[src/rtl/uart_frame_rx_pkg.sv]
// Shared types and constants for the UART frame receiver.
package uart_pkg;

  typedef enum logic [2:0] {
    ST_IDLE   = 3'd0,
    ST_START  = 3'd1,
    ST_DATA   = 3'd2,
    ST_PARITY = 3'd3,
    ST_STOP1  = 3'd4,
    ST_STOP2  = 3'd5
  } rx_state_t;

  localparam logic [1:0] PAR_NONE     = 2'd0;
  localparam logic [1:0] PAR_EVEN     = 2'd1;
  localparam logic [1:0] PAR_ODD      = 2'd2;
  localparam logic [1:0] PAR_NONE_ALT = 2'd3;

  localparam int OVS    = 16;
  localparam int SMP_LO = 6;
  localparam int SMP_HI = 11;
  localparam int DECIDE = 12;

  // Index of the last data bit for a data_bits code (5..8 bits -> 4..7).
  function automatic logic [2:0] last_bit_idx(input logic [1:0] data_bits);
    return 3'd4 + {1'b0, data_bits};
  endfunction

  function automatic logic parity_on(input logic [1:0] mode);
    case (mode)
      PAR_EVEN, PAR_ODD:     return 1'b1;
      PAR_NONE, PAR_NONE_ALT: return 1'b0;
      default:               return 1'b0;
    endcase
  endfunction

endpackage

[src/rtl/uart_frame_rx_if.sv]
// Received-word handshake bundle between the UART receiver and its consumer.
interface uart_frame_rx_if;
  logic [7:0] rx_data;
  logic       rx_valid;
  logic       rx_ready;
  logic       parity_err;
  logic       frame_err;
  logic       break_det;
  logic       overrun;

  modport master (
    output rx_data, rx_valid, parity_err, frame_err, break_det, overrun,
    input  rx_ready
  );

  modport slave (
    input  rx_data, rx_valid, parity_err, frame_err, break_det, overrun,
    output rx_ready
  );
endinterface

[src/rtl/uart_ovs_tick.sv]
// Oversample tick generator: one tick every max(baud_div,2) clocks while enabled.
module uart_ovs_tick #(
  parameter int DIV_W = 16
) (
  input  logic             clk,
  input  logic             rst,
  input  logic             en,
  input  logic [DIV_W-1:0] baud_div,
  output logic             tick
);

  logic [DIV_W-1:0] cnt_q;
  logic [DIV_W-1:0] reload;

  // Down-counter cycles 0, div-1 .. 1; tick fires at terminal count 1.
  assign reload = (baud_div < DIV_W'(2)) ? DIV_W'(1) : baud_div - DIV_W'(1);
  assign tick   = en && (cnt_q == DIV_W'(1));

  always_ff @(posedge clk or posedge rst) begin
    if (rst) begin
      cnt_q <= '0;
    end else if (!en) begin
      cnt_q <= '0;
    end else if (cnt_q == '0) begin
      cnt_q <= reload;
    end else begin
      cnt_q <= cnt_q - DIV_W'(1);
    end
  end

endmodule

[src/rtl/uart_frame_rx.sv]
// UART frame receiver: 16x oversampling, majority decision, 5-8 data bits,
// optional parity, one or two stop bits, single-word output buffer.
//
// state     | meaning
// ----------+---------------------------------------------------
// ST_IDLE   | line idle, waiting for a start edge
// ST_START  | validating the start bit (false starts abort here)
// ST_DATA   | shifting data bits in, LSB first
// ST_PARITY | receiving the parity bit
// ST_STOP1  | first stop bit
// ST_STOP2  | second stop bit (only when stop2 latched high)
module uart_frame_rx
  import uart_pkg::*;
#(
  parameter int CLK_FREQ = 50000000,
  parameter int DIV_W    = 16
) (
  input  logic             clk,
  input  logic             rst,
  input  logic [DIV_W-1:0] baud_div,
  input  logic [1:0]       data_bits,
  input  logic [1:0]       parity_mode,
  input  logic             stop2,
  input  logic             rx_pin,
  uart_frame_rx_if.master  rx_if,
  output logic             rx_busy
);

  // CLK_FREQ only documents the intended clock; nothing is derived from it.
  if (CLK_FREQ < 1) begin : g_clk_freq_invalid
  end

  rx_state_t  state_q, state_d;
  logic [2:0] sync_q;
  logic       rx_s, start_edge;
  logic       tick;
  logic [3:0] tick_cnt_q;
  logic [2:0] smp_sum_q, bit_cnt_q;
  logic [7:0] shreg_q;
  logic       par_acc_q, par_q, stop1_q;
  logic [1:0] cfg_bits_q, cfg_par_q;
  logic       cfg_stop2_q;

  logic       smp_en, dec, bit_end, bit_dec, start_false, par_en, frame_done;
  logic       stop1_v, perr_v, ferr_v, brk_v;

  logic [7:0] rx_data_q;
  logic       rx_valid_q, parity_err_q, frame_err_q, break_det_q, overrun_q;

  assign rx_s       = sync_q[1];
  assign start_edge = sync_q[2] & ~sync_q[1];

  uart_ovs_tick #(.DIV_W(DIV_W)) u_tick (
    .clk      (clk),
    .rst      (rst),
    .en       (state_q != ST_IDLE),
    .baud_div (baud_div),
    .tick     (tick)
  );

  assign smp_en      = tick && (tick_cnt_q >= 4'(SMP_LO)) && (tick_cnt_q <= 4'(SMP_HI));
  assign dec         = tick && (tick_cnt_q == 4'(DECIDE));
  assign bit_end     = tick && (tick_cnt_q == 4'(OVS - 1));
  assign bit_dec     = smp_sum_q >= 3'd4;
  assign start_false = smp_sum_q >= 3'd3;
  assign par_en      = parity_on(cfg_par_q);
  assign frame_done  = dec && (((state_q == ST_STOP1) && !cfg_stop2_q) || (state_q == ST_STOP2));

  assign stop1_v = (state_q == ST_STOP1) ? bit_dec : stop1_q;
  assign ferr_v  = !stop1_v || ((state_q == ST_STOP2) && !bit_dec);
  assign perr_v  = par_en && (par_acc_q ^ par_q ^ (cfg_par_q == PAR_ODD));
  assign brk_v   = (shreg_q == 8'h00) && !(par_en && par_q) && !stop1_v;

  always_ff @(posedge clk or posedge rst) begin
    if (rst) state_q <= ST_IDLE;
    else     state_q <= state_d;
  end

  always_comb begin
    state_d = state_q;
    case (state_q)
      ST_IDLE:   if (start_edge) state_d = ST_START;
      ST_START: begin
        if (dec && start_false) state_d = ST_IDLE;
        else if (bit_end)       state_d = ST_DATA;
      end
      ST_DATA: begin
        if (bit_end && (bit_cnt_q == last_bit_idx(cfg_bits_q)))
          state_d = par_en ? ST_PARITY : ST_STOP1;
      end
      ST_PARITY: if (bit_end) state_d = ST_STOP1;
      ST_STOP1: begin
        if (dec && !cfg_stop2_q) state_d = ST_IDLE;
        else if (bit_end)        state_d = ST_STOP2;
      end
      ST_STOP2:  if (dec) state_d = ST_IDLE;
      default:   state_d = ST_IDLE;
    endcase
  end

  always_ff @(posedge clk or posedge rst) begin
    if (rst) begin
      sync_q      <= 3'b111;
      tick_cnt_q  <= '0;
      smp_sum_q   <= '0;
      bit_cnt_q   <= '0;
      shreg_q     <= '0;
      par_acc_q   <= 1'b0;
      par_q       <= 1'b0;
      stop1_q     <= 1'b0;
      cfg_bits_q  <= '0;
      cfg_par_q   <= '0;
      cfg_stop2_q <= 1'b0;
    end else begin
      sync_q <= {sync_q[1:0], rx_pin};
      if (state_q == ST_IDLE) begin
        tick_cnt_q <= '0;
        smp_sum_q  <= '0;
        if (start_edge) begin
          cfg_bits_q  <= data_bits;
          cfg_par_q   <= parity_mode;
          cfg_stop2_q <= stop2;
          bit_cnt_q   <= '0;
          shreg_q     <= '0;
          par_acc_q   <= 1'b0;
          par_q       <= 1'b0;
          stop1_q     <= 1'b0;
        end
      end else if (tick) begin
        tick_cnt_q <= tick_cnt_q + 4'd1;
        if (smp_en)  smp_sum_q <= smp_sum_q + {2'b00, rx_s};
        if (bit_end) smp_sum_q <= '0;
        if (dec) begin
          case (state_q)
            ST_DATA: begin
              shreg_q[bit_cnt_q] <= bit_dec;
              par_acc_q          <= par_acc_q ^ bit_dec;
            end
            ST_PARITY: par_q   <= bit_dec;
            ST_STOP1:  stop1_q <= bit_dec;
            default: ;
          endcase
        end
        if (bit_end && (state_q == ST_DATA)) bit_cnt_q <= bit_cnt_q + 3'd1;
      end
    end
  end

  // A completing word wins over a same-cycle handshake.
  always_ff @(posedge clk or posedge rst) begin
    if (rst) begin
      rx_data_q    <= '0;
      rx_valid_q   <= 1'b0;
      parity_err_q <= 1'b0;
      frame_err_q  <= 1'b0;
      break_det_q  <= 1'b0;
      overrun_q    <= 1'b0;
    end else if (frame_done) begin
      rx_data_q    <= shreg_q;
      rx_valid_q   <= 1'b1;
      parity_err_q <= perr_v;
      frame_err_q  <= ferr_v;
      break_det_q  <= brk_v;
      if (rx_valid_q) overrun_q <= !rx_if.rx_ready;
    end else if (rx_valid_q && rx_if.rx_ready) begin
      rx_valid_q <= 1'b0;
      overrun_q  <= 1'b0;
    end
  end

  assign rx_if.rx_data    = rx_data_q;
  assign rx_if.rx_valid   = rx_valid_q;
  assign rx_if.parity_err = parity_err_q;
  assign rx_if.frame_err  = frame_err_q;
  assign rx_if.break_det  = break_det_q;
  assign rx_if.overrun    = overrun_q;
  assign rx_busy          = state_q != ST_IDLE;

endmodule

[src/flat_wrapper.sv]
// flat-port wrapper written by rule: the top's interface ports become plain ports
module uart_frame_rx_flat import uart_pkg::*;
#(
  parameter int CLK_FREQ = 50000000,
  parameter int DIV_W    = 16
)
  (clk, rst, baud_div, data_bits, parity_mode, stop2, rx_pin, rx_busy, rx_if_rx_data, rx_if_rx_valid, rx_if_parity_err, rx_if_frame_err, rx_if_break_det, rx_if_overrun, rx_if_rx_ready);
  uart_frame_rx_if rx_if_i ();
  input  logic clk;
  input  logic rst;
  input  logic [DIV_W-1:0] baud_div;
  input  logic [1:0] data_bits;
  input  logic [1:0] parity_mode;
  input  logic stop2;
  input  logic rx_pin;
  output logic rx_busy;
  output wire logic [$bits(rx_if_i.rx_data)-1:0] rx_if_rx_data;
  output wire logic [$bits(rx_if_i.rx_valid)-1:0] rx_if_rx_valid;
  output wire logic [$bits(rx_if_i.parity_err)-1:0] rx_if_parity_err;
  output wire logic [$bits(rx_if_i.frame_err)-1:0] rx_if_frame_err;
  output wire logic [$bits(rx_if_i.break_det)-1:0] rx_if_break_det;
  output wire logic [$bits(rx_if_i.overrun)-1:0] rx_if_overrun;
  input wire logic [$bits(rx_if_i.rx_ready)-1:0] rx_if_rx_ready;
  assign rx_if_rx_data = rx_if_i.rx_data;
  assign rx_if_rx_valid = rx_if_i.rx_valid;
  assign rx_if_parity_err = rx_if_i.parity_err;
  assign rx_if_frame_err = rx_if_i.frame_err;
  assign rx_if_break_det = rx_if_i.break_det;
  assign rx_if_overrun = rx_if_i.overrun;
  assign rx_if_i.rx_ready = rx_if_rx_ready;
  uart_frame_rx #(.CLK_FREQ(CLK_FREQ), .DIV_W(DIV_W)) u_core (.clk(clk), .rst(rst), .baud_div(baud_div), .data_bits(data_bits), .parity_mode(parity_mode), .stop2(stop2), .rx_pin(rx_pin), .rx_if(rx_if_i), .rx_busy(rx_busy));
endmodule
[config.mk]
export PLATFORM = sky130hd
export DESIGN_NAME = uart_frame_rx_flat
export DESIGN_NICKNAME = d
export VERILOG_FILES = /design/src/rtl/uart_frame_rx_pkg.sv /design/src/rtl/uart_frame_rx_if.sv /design/src/rtl/uart_ovs_tick.sv /design/src/rtl/uart_frame_rx.sv /design/src/flat_wrapper.sv
export SDC_FILE = /design/constraint.sdc
export NUM_CORES = 1
export LEC_CHECK = 0
export BUFFER_PORTS_ARGS = -buffer_cell sky130_fd_sc_hd__clkbuf_2
export CORE_ASPECT_RATIO = 2
export CORE_MARGIN = 1
export CORE_UTILIZATION = 40
export DETAILED_ROUTE_END_ITERATION = 10
export PLACE_DENSITY = 0.66
export SYNTH_ARGS = -nofsm -noshare
export SYNTH_HDL_FRONTEND = slang
export SYNTH_SLANG_ARGS = --single-unit
[constraint.sdc]
create_clock -name clk -period 2.1 [get_ports clk]
set_input_delay 0.315 -clock clk [delete_from_list [all_inputs] [get_ports clk]]
set_output_delay 0.315 -clock clk [all_outputs]
set_load 0.01 [all_outputs]
# Word level (Yosys, flattened, before mapping)
# Index checks and enable logic that the tools add are counted.
[totals]
register_bits = 61
input_bits = 25
[op_classes]
n_addsub = 6
order_cmp = 7
eq_ne = 19
muxes = 49
bitwise_logic = 5
n_reduce_logical = 47
[op_table]
columns = ["op", "count"]
rows = [
  ["$mux 3", 17],
  ["$mux 16", 3],
  ["$mux 8", 5],
  ["$sub 16x1->16 const B", 2],
  ["$logic_and 1x1->1", 18],
  ["$mux 1", 18],
  ["$pmux 3 s6", 1],
  ["$eq 16x1->1 const B", 1],
  ["$logic_not 16->1", 1],
  ["$lt 16x2->1 const B", 1],
  ["$reduce_bool 2->1", 6],
  ["$bwmux 8", 1],
  ["$eq 4x4->1 const B", 2],
  ["$logic_not 8->1", 1],
  ["$mux 4", 2],
  ["$ne 2x1->1 const B", 4],
  ["$reduce_and 4->1", 2],
  ["$eq 3x2->1 const B", 2],
  ["$eq 3x3->1 const B", 2],
  ["$reduce_and 2->1", 3],
  ["$reduce_and 3->1", 2],
  ["$reduce_and 6->1", 1],
  ["$reduce_bool 3->1", 2],
  ["$logic_not 1->1", 5],
  ["other kinds (26)", 31],
]

# Logic depth before layout (Yosys ltp)
[depth]
word_depth = 9
ltp_mapped = 7
depth_no_buf = 7

# By module
# A second synthesis with hierarchy kept.
[hier_totals]
hier_cells = 380
hier_area_um2 = 3703.6
[by_module_without_submodules]
columns = ["module", "instances", "cells_per_inst", "area_each_um2"]
rows = [
  ["uart_frame_rx", 1, 228, 2421.1],
  ["uart_ovs_tick", 1, 152, 1282.5],
]

# Least setup slack after synthesis
# Ideal clock, no wire load.
[synth_timing]
path_kind = "register to register"
startpoint = "register u_core.u_tick.cnt_q[1]"
endpoint = "register u_core.frame_err_q, in the netlist u_core.rx_if.frame_err"
arrival_time_ns = 2.047
setup_slack_ns = -0.072
stages_incl_launch_ff = 7
synth_period_minus_slack_ns = 2.172
path_cell_list = "dfrtp_1 -> inv_1 -> ha_1 -> nand4_1 -> nor4_2 -> buf_2 -> mux2_2"
[synth_via]
elab_chain_cells = 4
[synth_rtl]
columns = ["element", "line_no", "rtl"]
rows = [
  ["from (decl)", "uart_ovs_tick.sv:12", "logic [DIV_W-1:0] cnt_q;"],
  ["from (signal assigned)", "uart_ovs_tick.sv:25", "cnt_q <= reload;"],
  ["from (signal assigned)", "uart_ovs_tick.sv:27", "cnt_q <= cnt_q - DIV_W'(1);"],
  ["$eq 16x1->1", "uart_ovs_tick.sv:17", "assign tick = en && (cnt_q == DIV_W'(1));"],
  ["$logic_and 1x1->1", "uart_ovs_tick.sv:17", ""],
  ["$logic_and 1x1->1", "uart_frame_rx.sv:62", "assign dec = tick && (tick_cnt_q == 4'(DECIDE));"],
  ["$logic_and 1x1->1", "uart_frame_rx.sv:67", "assign frame_done = dec && (((state_q == ST_STOP1) && !cfg_stop2_q) || (state_q == ST_STOP2));"],
  ["to (signal assigned)", "uart_frame_rx.sv:162", "frame_err_q <= ferr_v;"],
  ["to (decl)", "uart_frame_rx.sv:48", "logic rx_valid_q, parity_err_q, frame_err_q, break_det_q, overrun_q;"],
]
# No other way between the ends.
# A chain may end at the register's enable or synchronous reset.

# Worst setup path after layout
[layout_timing]
startpoint = "register u_core.u_tick.cnt_q[10]"
endpoint = "register u_core.shreg_q[0]"
[layout_via]
elab_chain_cells = 5
word_cells_on_any_way = 6
cone_classes = "eq/ne (1); reduce/logical (5)"
[layout_rtl]
columns = ["element", "line_no", "rtl"]
rows = [
  ["$eq 16x1->1 (*)", "uart_ovs_tick.sv:17", ""],
  ["$logic_and 1x1->1 (*)", "uart_ovs_tick.sv:17", ""],
  ["$logic_and 1x1->1", "uart_frame_rx.sv:62", ""],
  ["$reduce_bool 2->1 (no line)", "-", ""],
  ["$reduce_and 4->1 (no line) (*)", "-", ""],
  ["to (signal, indexed assignment)", "uart_frame_rx.sv:136", "shreg_q[bit_cnt_q] <= bit_dec;"],
  ["to (decl)", "uart_frame_rx.sv:39", "logic [7:0] shreg_q;"],
]
# Every way passes the cells marked *; elsewhere a longest branch is shown, timed or not.

==> impl_metrics.toml <==
[run_status]
outcome = "finished, final reports clean"

[synth]
synth_area_leaders = "dfrtp_1 (40%), xnor2_1 (5.3%), mux2_2 (5.0%)"
synth_top_cell_area_share = 0.402
syn_inst = 371
syn-cell-area_mm2 = 0.00361
synth.net_count = 407
syn_area_per_cell_um2 = 9.74
synth_common_cells = "dfrtp_1 (58), nand2_1 (26), a21oi_1 (25), xnor2_1 (22), nand3_1 (20)"
yosysUniqueCellTypes = 58
synth_edf_count = 0
async_flop_share = 1.00
synth_ff_type = "dfrtp_1"
synth_warnings = 0
ys_seq_elements = 61
synth_most_common_cell = "dfrtp_1"
yosysSeqAreaShare = 0.423
synth_largest_area_cell = "dfrtp_1"

[timing]
fin_crit_ns = 2.07
report.final.slew_viol_count = 0
hold_violations = 0
maxClockFrequency_mhz = 483
relSlewSlack = 0.658
setup_viol = 0
rsz0062_at_grt = "true"
worst_pin_slew_ns = 0.508
fin_crit_sh = 0.986
clock_skew_ns = 0.00505

[critical_path]
slowest_delay_ns = 0.50
crit_required_ns = 2.30
crit_slowest_cell = "or4_4"
path_class = "reg2reg"
cp_top_family = "simple AND/OR/NAND/NOR gates"
cp_max_fo = 8
crit_path_end_kind = "flip-flop"
path_cells = "nor4_4, nand4_2, or4_4, buf_6, o311ai_4, o41ai_2"
crit_buf_inv = 1
worst_setup_path_start_kind = "flip-flop"
cp.arrival_ns = 2.27

[cells_and_area]
drive_above_1_share = 0.308
antennaDiodeCount = 0
fin_util = 0.531
syn_to_final_growth_pct = 27.8
num-nets-final = 489

[min_path]
hold_class = "in2reg"

[global_route]
antenna_found_initial = 0
grt_pass1_wl_um = 15300
first_global_vias = 3311
grt_max_degree = 25
grt.overflow.total = 0
track_usage = 0.210

[power]
max-vdd-ir-drop_mv = 0.409
p_leak_nw = 2.05
power_w = 0.00466
power.density_mw_per_mm2 = 1010

[drt]
top_layer = "met4"
vias_per_cell = 5.68
wl_met1_um = 3160
drt_wl_total_um = 9370
drt_first_iter_violations = 131
wl_per_cell_um = 16.8
ant_nets = 0
drc = 0
dr_wl_met3_um = 255
vias = 3169
drtPass1Iterations = 4
wl_met2_um = 5530

[die]
die_area_mm2 = 0.00944
start_util = 0.415
rows = 48
die_h_um = 136
ioPinCount = 39
core_area_mm2 = 0.00871
die_w_um = 69.2

[clocking]
clock-sinks = 61
clk_latency_ns = 0.33
root_buffer = "clkbuf_16"
clk_path_buf_depth = 2
htreeDepth = 3
tritoncts = "built"
cts_buffers = 9
cts.clk_slew.worst_paths_ns = 0.05

[place]
place.gp.congestion = 0.927
portBuffers = 38
hpwl_um = 7280

[run]
drv.max_cap_violation_count = 0
## logic make-up (layout without fill, tap and decap cells)
logic type / count (synthesis) / in the layout / share of synthesized area
muxes: 18 / 18 / 0.0554
buffers and inverters: 35 / 122 / 0.0395
DFF: 61 / 61 / 0.423
AOI/OAI and AO/OA: 91 / 91 / 0.175
and+or+nand+nor: 125 / 125 / 0.196
xor gates and xnor gates: 30 / 30 / 0.0727
adders and majority gates: 11 / 11 / 0.0381
## layout make-up
cell class                      count  area, um^2
Clock buffer                       14         264
Clock inverter                      2        10.0
Fill cell                         783        4090
Multi-Input combinational cell    275        2010
Timing Repair Buffer               88         613
Sequential cell                    61        1530
Tap cell                          100         125
Inverter                           18        67.6
## placed cells by master (no fill, tap or decap), types with 3 or more instances in the layout
cell type   n
a211o_1     3
ha_1       10
nor2_1     19
nand3_1    20
o21ai_0    11
and2_1      3
mux2_2     16
dfrtp_1    57
dfstp_2     3
buf_4      44
clkbuf_1    3
clkbuf_16   9
nand4b_1    4
o211ai_1    9
nor4_4      3
xor2_1      8
inv_1      15
nor4_2      4
nand2_1    26
o31ai_1     9
xnor2_1    22
nor2b_1     3
a21oi_1    25
nor4_1      5
nor3_1     10
a211oi_1    8
clkbuf_2   38
or4_1       5
buf_12      3
nand2b_1    3
o21a_1      3
nand4_1     7
## worst paths after layout
check                                        start                       to  slack (ns)  cells after the start
max                        u_core.u_tick.cnt_q[10]        u_core.shreg_q[0]        0.03                      6
min                                         rx_pin         u_core.sync_q[0]        0.07                      1
max reg2reg                u_core.u_tick.cnt_q[10]        u_core.shreg_q[0]        0.03                      6
min reg2reg                       u_core.sync_q[0]         u_core.sync_q[1]        0.36                      0
max in group asynchronous                      rst         u_core.sync_q[0]        1.06                      4
min in group asynchronous                      rst  u_core.rx_if.rx_data[2]        0.45                      3
## per-layer routing
layer | GRT usage | vias to the layer above
met5 | 0 | -
met4 | 0.128 | 0
met3 | 0.0415 | 30
met2 | 0.431 | 74
met1 | 0.176 | 1524
li1 | - | 1541
## worst register-to-register path, cell delays in order (launching register included)
cell and delay [ns]:
dfrtp_1 0.40, nor4_4 0.40, nand4_2 0.17, or4_4 0.50, buf_6 0.15, o311ai_4 0.22, o41ai_2 0.11
## registers in the layout, indices dropped and copies added (netlist names)
name                     count
u_core.u_tick.cnt_q         16
u_core.rx_if.rx_data         8
u_core.rx_if.frame_err       1
u_core.sync_q                3
u_core.cfg_par_q             2
u_core.tick_cnt_q            4
u_core.rx_if.overrun         1
u_core.stop1_q               1
u_core.state_q               3
u_core.rx_if.break_det       1
u_core.cfg_bits_q            2
u_core.cfg_stop2_q           1
u_core.rx_if.parity_err      1
u_core.par_acc_q             1
u_core.rx_if.rx_valid        1
u_core.bit_cnt_q             3
u_core.shreg_q               8
u_core.par_q                 1
u_core.smp_sum_q             3
## per-stage QoR
stage / worst slack (ns) / std cells / cell area, um^2 / setup TNS [ns] / hold slack, ns
3_5_place_dp: -0.130 / 540 / 4270 / -0.944 / 0.247
3_3_place_gp: -0.0568 / 540 / 4270 / -0.363 / 0.244
4_1_cts: 0.0129 / 558 / 4570 / 0 / 0.0611
5_1_grt: -0.0210 / 558 / 4620 / -0.0210 / 0.0611
2_1_floorplan: -0.0479 / 371 / 3640 / -0.0479 / 0.319
6_report: 0.0284 / 558 / 4620 / 0 / 0.0720
## what timing repair did
item	CTS	global route
pin swaps	3	1
buffers inserted	1	0
hold buffers	1	0
endpoints found under the setup margin	1	30
hold endpoints to repair	8	0
resized for setup	3	12
## power breakdown
part | total (W) | internal (W) | switching (W)
combinational | 0.00172 | 0.000808 | 0.000915
sequential | 0.00159 | 0.00137 | 0.000214
clock | 0.00135 | 0.000858 | 0.000493
total | 0.00466 | 0.00304 | 0.00162
No activity file was read; power rests on OpenSTA's default activity.
